### config.mk
export PLATFORM = sky130hd
export DESIGN_NAME = attribute_palette
export DESIGN_NICKNAME = d
export VERILOG_FILES = /design/src/rtl/attribute_palette.sv
export SDC_FILE = /design/constraint.sdc
export NUM_CORES = 1
export LEC_CHECK = 0
export ABC_AREA = 0
export CELL_PAD_IN_SITES_DETAIL_PLACEMENT = 0
export CELL_PAD_IN_SITES_GLOBAL_PLACEMENT = 2
export CORE_ASPECT_RATIO = 1.1
export CORE_UTILIZATION = 40
export DETAILED_ROUTE_END_ITERATION = 7
export PLACE_DENSITY = 0.85
export SYNTH_ARGS = -nofsm -noshare
export SYNTH_HDL_FRONTEND = slang
export SYNTH_SLANG_ARGS = --single-unit
### constraint.sdc
create_clock -name clk_hdmi_in -period 2.9 [get_ports clk_hdmi_in]
set_input_delay 0.58 -clock clk_hdmi_in [delete_from_list [all_inputs] [get_ports clk_hdmi_in]]
set_output_delay 0.58 -clock clk_hdmi_in [all_outputs]
set_load 0.05 [all_outputs]
### src/rtl/attribute_palette.sv
// attribute_palette: text-mode colour stage between the glyph/font stage and
// the TMDS encoder. A per-character attribute plus a glyph bit index a 16-entry
// run-time writable palette through a two-register pipeline on the pixel clock.
module attribute_palette #(
  parameter int COLOR_W  = 8,
  parameter int FRAME_W  = 6,
  parameter int BLINK_ON = 30
) (
  input  logic                 clk_hdmi_in,
  input  logic                 rst_in,
  input  logic                 valid_in,
  input  logic                 pixel_in,
  input  logic [7:0]           attribute_in,
  input  logic                 cursor_in,
  input  logic [FRAME_W-1:0]   frame_count_in,
  input  logic                 blink_mode_in,
  input  logic                 pal_we_in,
  input  logic [3:0]           pal_addr_in,
  input  logic [3*COLOR_W-1:0] pal_data_in,
  output logic [COLOR_W-1:0]   red_out,
  output logic [COLOR_W-1:0]   green_out,
  output logic [COLOR_W-1:0]   blue_out,
  output logic                 valid_out
);

  localparam int RGB_W = 3 * COLOR_W;

  // Place an 8-bit channel value in the top bits of a COLOR_W channel:
  // wider channels get zero LSBs, narrower ones drop LSBs.
  function automatic logic [COLOR_W-1:0] scale_chan(input logic [7:0] v);
    logic [COLOR_W+7:0] wide;
    wide = {v, {COLOR_W{1'b0}}};
    return wide[COLOR_W+7 -: COLOR_W];
  endfunction

  function automatic logic [RGB_W-1:0] pal_default(input logic [3:0] idx);
    logic [23:0] rgb8;
    case (idx)
      4'h0:    rgb8 = 24'h000000;
      4'h1:    rgb8 = 24'h800000;
      4'h2:    rgb8 = 24'h008000;
      4'h3:    rgb8 = 24'h808000;
      4'h4:    rgb8 = 24'h000080;
      4'h5:    rgb8 = 24'h800080;
      4'h6:    rgb8 = 24'h008080;
      4'h7:    rgb8 = 24'hC0C0C0;
      4'h8:    rgb8 = 24'h808080;
      4'h9:    rgb8 = 24'hFF0000;
      4'hA:    rgb8 = 24'h00FF00;
      4'hB:    rgb8 = 24'hFFFF00;
      4'hC:    rgb8 = 24'h0000FF;
      4'hD:    rgb8 = 24'hFF00FF;
      4'hE:    rgb8 = 24'h00FFFF;
      default: rgb8 = 24'hFFFFFF;
    endcase
    return {scale_chan(rgb8[23:16]), scale_chan(rgb8[15:8]), scale_chan(rgb8[7:0])};
  endfunction

  logic [RGB_W-1:0] pal_q [16];

  logic       s1_valid_q, s1_pixel_q, s1_cursor_q, s1_blink_q;
  logic [3:0] s1_fg_q, s1_bg_q;
  logic [3:0] s1_bg_d;
  logic       s1_blink_d;

  logic             sel_fg;
  logic [3:0]       rd_idx;
  logic [RGB_W-1:0] rgb_d, rgb_q;
  logic             valid_q;

  // Stage-1 decode: background index source and whether blink hides the glyph.
  always_comb begin
    s1_bg_d    = blink_mode_in ? {1'b0, attribute_in[6:4]} : attribute_in[7:4];
    s1_blink_d = blink_mode_in & attribute_in[7] &
                 (32'(frame_count_in) < 32'(BLINK_ON));
  end

  // Stage-2 colour select: blink blanks the glyph first, cursor inverts after.
  always_comb begin
    sel_fg = (s1_blink_q ? 1'b0 : s1_pixel_q) ^ s1_cursor_q;
    rd_idx = sel_fg ? s1_fg_q : s1_bg_q;
    rgb_d  = s1_valid_q ? pal_q[rd_idx] : '0;
  end

  // Palette storage; reset reloads defaults and beats a simultaneous write.
  always_ff @(posedge clk_hdmi_in) begin
    if (rst_in) begin
      for (int i = 0; i < 16; i++) pal_q[i] <= pal_default(4'(i));
    end else if (pal_we_in) begin
      pal_q[pal_addr_in] <= pal_data_in;
    end
  end

  // Pipeline registers for both stages; reset drops any in-flight pixels.
  always_ff @(posedge clk_hdmi_in) begin
    if (rst_in) begin
      s1_valid_q  <= 1'b0;
      s1_pixel_q  <= 1'b0;
      s1_cursor_q <= 1'b0;
      s1_blink_q  <= 1'b0;
      s1_fg_q     <= '0;
      s1_bg_q     <= '0;
      rgb_q       <= '0;
      valid_q     <= 1'b0;
    end else begin
      s1_valid_q  <= valid_in;
      s1_pixel_q  <= pixel_in;
      s1_cursor_q <= cursor_in;
      s1_blink_q  <= s1_blink_d;
      s1_fg_q     <= attribute_in[3:0];
      s1_bg_q     <= s1_bg_d;
      rgb_q       <= rgb_d;
      valid_q     <= s1_valid_q;
    end
  end

  assign red_out   = rgb_q[RGB_W-1 -: COLOR_W];
  assign green_out = rgb_q[2*COLOR_W-1 -: COLOR_W];
  assign blue_out  = rgb_q[COLOR_W-1:0];
  assign valid_out = valid_q;

endmodule
# Word-level counts from Yosys, hierarchy flattened
# Memories as Yosys holds them, arrays and structs flattened. A register that Yosys moved wholly into a read port is not among the register bits.
# Index checks and enable logic that the tools add are counted.
# op_classes
n_bitwise	4
n_lt_le_gt_ge	1
n_mux	26
reduce_logical	3
# ops
op	n
24-bit two-way mux	17
24-bit OR reduction	1
4-bit two-way mux	2
1-bit two-way mux	7
6-bit by 5-bit < comparator with 1-bit output (second input constant)	1
2-bit OR reduction	2
1-bit AND	2
1-bit inverter	1
1-bit XOR	1
# totals
output_inout_bits	25
ramBits	384
word_cells	43
in_bits	49
register_bits	13
mem_count	1
# memory_table
memory	words	word_bits	read_ports	rd_ports_with_merged_regs	wr	line_no	source
pal_q	16	24	1	1	16	59	logic [RGB_W-1:0] pal_q [16];

# Logic depth before layout (Yosys ltp)
# depth
depth_word	5
mapped_depth	9
ltp_nobuf	6

# Worst setup path before layout
# Ideal clock, no wire load.
# synth_timing
path_kind	in2reg
startpoint	input port rst_in
endpoint	memory pal_q[15][0] in the netlist's numbering (enable)
path_buffers	2
t_arrival_ns	2.380
cell_stages	4
slack_ns	0.109
required_ns	2.490
setup_ns	0.410
path_cell_list	nand4b_1 -> clkbuf_1 -> clkbuf_1 -> o21bai_1
# synth_rtl
element	line_no	source
start: declaration	10	input logic rst_in,
end: declaration	59	

# Worst setup path in the final report
# layout_timing
startpoint	register s1_pixel_q
endpoint	register rgb_q[22], read port of pal_q
# layout_between
elab_chain_cells	3
# layout_lines
element	line_no	source
start: declaration	61	logic s1_valid_q, s1_pixel_q, s1_cursor_q, s1_blink_q;
start signal: assignment	107	s1_pixel_q <= pixel_in;
1-bit two-way mux	80	sel_fg = (s1_blink_q ? 1'b0 : s1_pixel_q) ^ s1_cursor_q;
1-bit XOR	80	
4-bit two-way mux	81	rd_idx = sel_fg ? s1_fg_q : s1_bg_q;
end: declaration	68	logic [RGB_W-1:0] rgb_d, rgb_q;
# No other way between the ends.
# A chain may end at the register's enable or synchronous reset.

==> run_results.csv <==
group,metric,value,unit
floorplanning,rows,82,
route,drt_pre_antenna_iters,8,
hold_path,hold_path.class,"reg -> reg",
final_layout,drive_above_1_share,13.6,%
logic_synthesis,syn_inst,1326,
hold_path,min_path_cells,2,
worst_setup_path,crit_chain,"nor2b_4 > xnor2_4 > mux2i_4 > buf_12 > buf_4 > mux4_2 > a22o_1 > a31o_1",
cts,root_buffer,"clkbuf_16",
timing,hold_violations,0,
timing,finalCritPeriodShare,88.7,%
logic_synthesis,synth_compound_area_share,4.32,%
power_and_ir_drop,cellPowerDensity,647,nW/um^2
worst_setup_path,crit_path_end_kind,"flip-flop",
worst_setup_path,max_stage_delay,570,ps
cts,cts_tree,"done",
timing,worst_slack,327,ps
final_layout,nets,1445,
route,drcViolationCount,0,
final_layout,post-route-util,47.5,%
worst_setup_path,worst_r2r_endpoint,"rgb_q[22]$_SDFF_PP0_",
final_layout,stdcell_area,21700,sq um
logic_synthesis,yosys.area_share.adder,0,%
route,via_count,10968,
floorplanning,coreArea,45600,sq um
logic_synthesis,synth_nets,1375,
route,drtAntennaViolNets,0,
timing,finalSetupViolCount,0,
timing,rsz0062_at_grt,"no",
power_and_ir_drop,leakage,0.00758,uW
placed_design,dp_hpwl,27900,um
timing,period_minus_slack,2570,ps
cts,cts_setup_buffers,0,
route,drt_iter0_drc,922,
cts,cts_resized,0,
timing,slew_viol_final,0,
floorplanning,dieHeight,227,um
logic_synthesis,ys_seq_area_share,66.5,%
timing,tns,0,ps
floorplanning,initial_core_util,40.5,%
cts,clkTransAtPathRegs,60,ps
grt,overflow,0,
logic_synthesis,synth_top_family_by_area,"simple AND/OR/NAND/NOR gates",
placed_design,io_buffer_count,72,
grt,groute.usage.overall,19.7,%
logic_synthesis,ys_ff_latch,421,
run_status,outcome,"finished clean",
grt,grt_max_degree,73,
placed_design,pre_cts_slack,68.6,ps
route,via_per_inst,5.43,
logic_synthesis,ys_types,34,
cts,clkLatencyLatePin,550,ps
route,finalWirelength,45800,um
cts,htree_levels,2,
grt,antenna_found_initial,1,
worst_setup_path,r2r_slack,330,ps
cts,cts.sinks,421,
logic_synthesis,synthSimpleGateAreaFrac,18.4,%
placed_design,gp_congestion,0.781,
timing,hold_slack,528,ps
worst_setup_path,path_class,"reg -> reg",
cts,hold_buffers,0,
logic_synthesis,synth.avg_cell_area,13.9,sq um
final_layout,syn_to_final_growth,17.3,%
floorplanning,dieWidth,207,um
logic_synthesis,synth_xor_area_share,0.149,%
grt,grt_pass1_wl,68500,um
cts,numCtsBuffers,43,
hold_path,holdPathEnd,"valid_out$_SDFF_PP0_",
timing,skew,15.8,ps
worst_setup_path,r2r-start,"s1_pixel_q$_SDFF_PP0_",
timing,max_freq,389,MHz
worst_setup_path,cp.required,3330,ps
floorplanning,io_pins,74,
logic_synthesis,ys.warnings.count,0,
logic_synthesis,synthMuxAreaShare,7.88,%
flow_run,maxCapViolCount,0,
worst_setup_path,cp-start-kind,"flip-flop",
worst_setup_path,cp_max_fo,14,
cts,cts_max_path_buffers,3,
power_and_ir_drop,ir_worst_vdd,0.326,mV
grt,grt_pass1_vias,11089,
worst_setup_path,critPathTopFamily,"multiplexers",
floorplanning,die_area,47000,sq um
hold_path,hp-start,"s1_valid_q$_SDFF_PP0_",
timing,worstMarginPinSlew,826,ps
placed_design,dpl_cell_area,20200,sq um
route,wl_per_cell,22.7,um
worst_setup_path,cp.arrival,3000,ps
worst_setup_path,r2r_cells,8,
logic_synthesis,synth_area,18500,sq um
worst_setup_path,critPathSlowestCell,"mux4_2",
timing,relSlewSlack,45.0,%
worst_setup_path,path_buf_inv,2,
## area by class of cell
| cell class | count | area (sq um) |
|---|---|---|
| clock buffer | 55 | 1170 |
| fill | 3966 | 23900 |
| antenna | 2 | 5.00 |
| inverter | 1 | 3.75 |
| multi-input combinational | 790 | 5720 |
| tap | 588 | 736 |
| clock inverter | 24 | 265 |
| timing repair buffer | 139 | 1470 |
| sequential | 421 | 12300 |
## cell families after synthesis
| kind of cell | count (synthesis) |
|---|---|
| AND/OR/NAND/NOR | 613 |
| flip-flops | 421 |
| buffers and inverters | 115 |
| AO/OA/AOI/OAI | 98 |
| multiplexers | 78 |
| XOR/XNOR | 1 |
## stage by stage
stage,power [uW],instances
finish,14000,2020
global route,14400,2019
CTS,14100,2018
detailed placement,8480,1939
global placement,8450,1939
floorplan,7910,1326
## worst max path at each step
stage                     slack (ps)                   from                         end  cells after the start
final                            330  s1_pixel_q$_SDFF_PP0_        rgb_q[22]$_SDFF_PP0_                      8
after global routing             220  s1_pixel_q$_SDFF_PP0_        rgb_q[22]$_SDFF_PP0_                      8
after CTS                        310  s1_pixel_q$_SDFF_PP0_        rgb_q[19]$_SDFF_PP0_                      8
after detailed placement          70                 rst_in   pal_q[9][9]$_SDFFCE_PN0P_                      8
after global placement            70                 rst_in  pal_q[9][11]$_SDFFCE_PN0P_                      8
after floorplan                  110                 rst_in  pal_q[15][0]$_SDFFCE_PN1P_                      4
## cells in the mapped netlist
cell | count | share of area, %
or3_1 | 103 | 3.5
and2_1 | 272 | 9.2
nor2_1 | 15 | 0.30
mux4_2 | 34 | 4.1
xnor2_4 | 1 | 0.15
a31oi_1 | 24 | 0.81
nor2b_4 | 1 | 0.075
edfxtp_1 | 384 | 62
nand2_1 | 148 | 3.0
dlygate4sd1_1 | 1 | 0.047
buf_4 | 3 | 0.12
mux2_2 | 3 | 0.18
nor2b_1 | 10 | 0.34
nand4b_1 | 1 | 0.047
mux2_4 | 1 | 0.081
inv_1 | 1 | 0.020
buf_6 | 6 | 0.37
mux4_1 | 14 | 2.0
buf_2 | 12 | 0.33
nand3_1 | 24 | 0.65
clkbuf_1 | 92 | 1.9
o21bai_1 | 1 | 0.041
a31o_1 | 24 | 1.1
a41oi_1 | 1 | 0.047
a32oi_1 | 24 | 1.1
dfxtp_1 | 37 | 4.0
mux2i_1 | 25 | 1.4
or2_2 | 15 | 0.51
a22o_1 | 24 | 1.1
nand2b_1 | 16 | 0.54
nor3b_1 | 1 | 0.041
mux2i_4 | 1 | 0.12
nand4bb_1 | 1 | 0.061
nor3_1 | 6 | 0.16
## layout by cell type, fill, tap and decap left out, drive strengths merged
cell,count
edfxtp,384
and2,272
nand2,148
or3,103
clkdlybuf4s50,72
buf,67
clkbuf,55
mux4,48
dfxtp,37
mux2i,26
a32oi,24
nand3,24
a31oi,24
a22o,24
a31o,24
nand2b,16
clkinv,16
or2,15
nor2,15
nor2b,11
nor3,6
bufinv,6
mux2,4
diode,2
clkinvlp,2
nand4b,1
o21bai,1
xnor2,1
inv,1
nand4bb,1
a41oi,1
nor3b,1
## worst register-to-register path, delay by kind of cell (launching register included)
kind / cells / cell delay, ps
AO/OA/AOI/OAI: 2 / 530
buffers and inverters: 2 / 440
XOR/XNOR: 1 / 160
flip-flops: 1 / 310
multiplexers: 2 / 860
AND/OR/NAND/NOR: 1 / 180
## where the power goes
part	internal [uW]	leakage [uW]	switching (uW)
Clock	3390	0.000701	2290
Sequential	6950	0.00402	89.0
Combinational	512	0.00286	788
## state kept, by name, indices dropped and copies added, names as in the netlist
| name | count |
|---|---|
| pal_q | 384 |
| valid_out | 1 |
| s1_blink_q | 1 |
| s1_cursor_q | 1 |
| rgb_q | 24 |
| s1_pixel_q | 1 |
| s1_fg_q | 4 |
| s1_bg_q | 4 |
| s1_valid_q | 1 |
## metal layers
layer	track usage, %	wire [um]	share of wire (%)	up-vias
li1	-	-	-	5005
met1	26.4	19600	43	5631
met2	33.6	23000	50	281
met3	2.82	2340	5.1	51
met4	5.02	831	1.8	0
met5	0	0	0	-
Power figures use the tool's default switching activity.
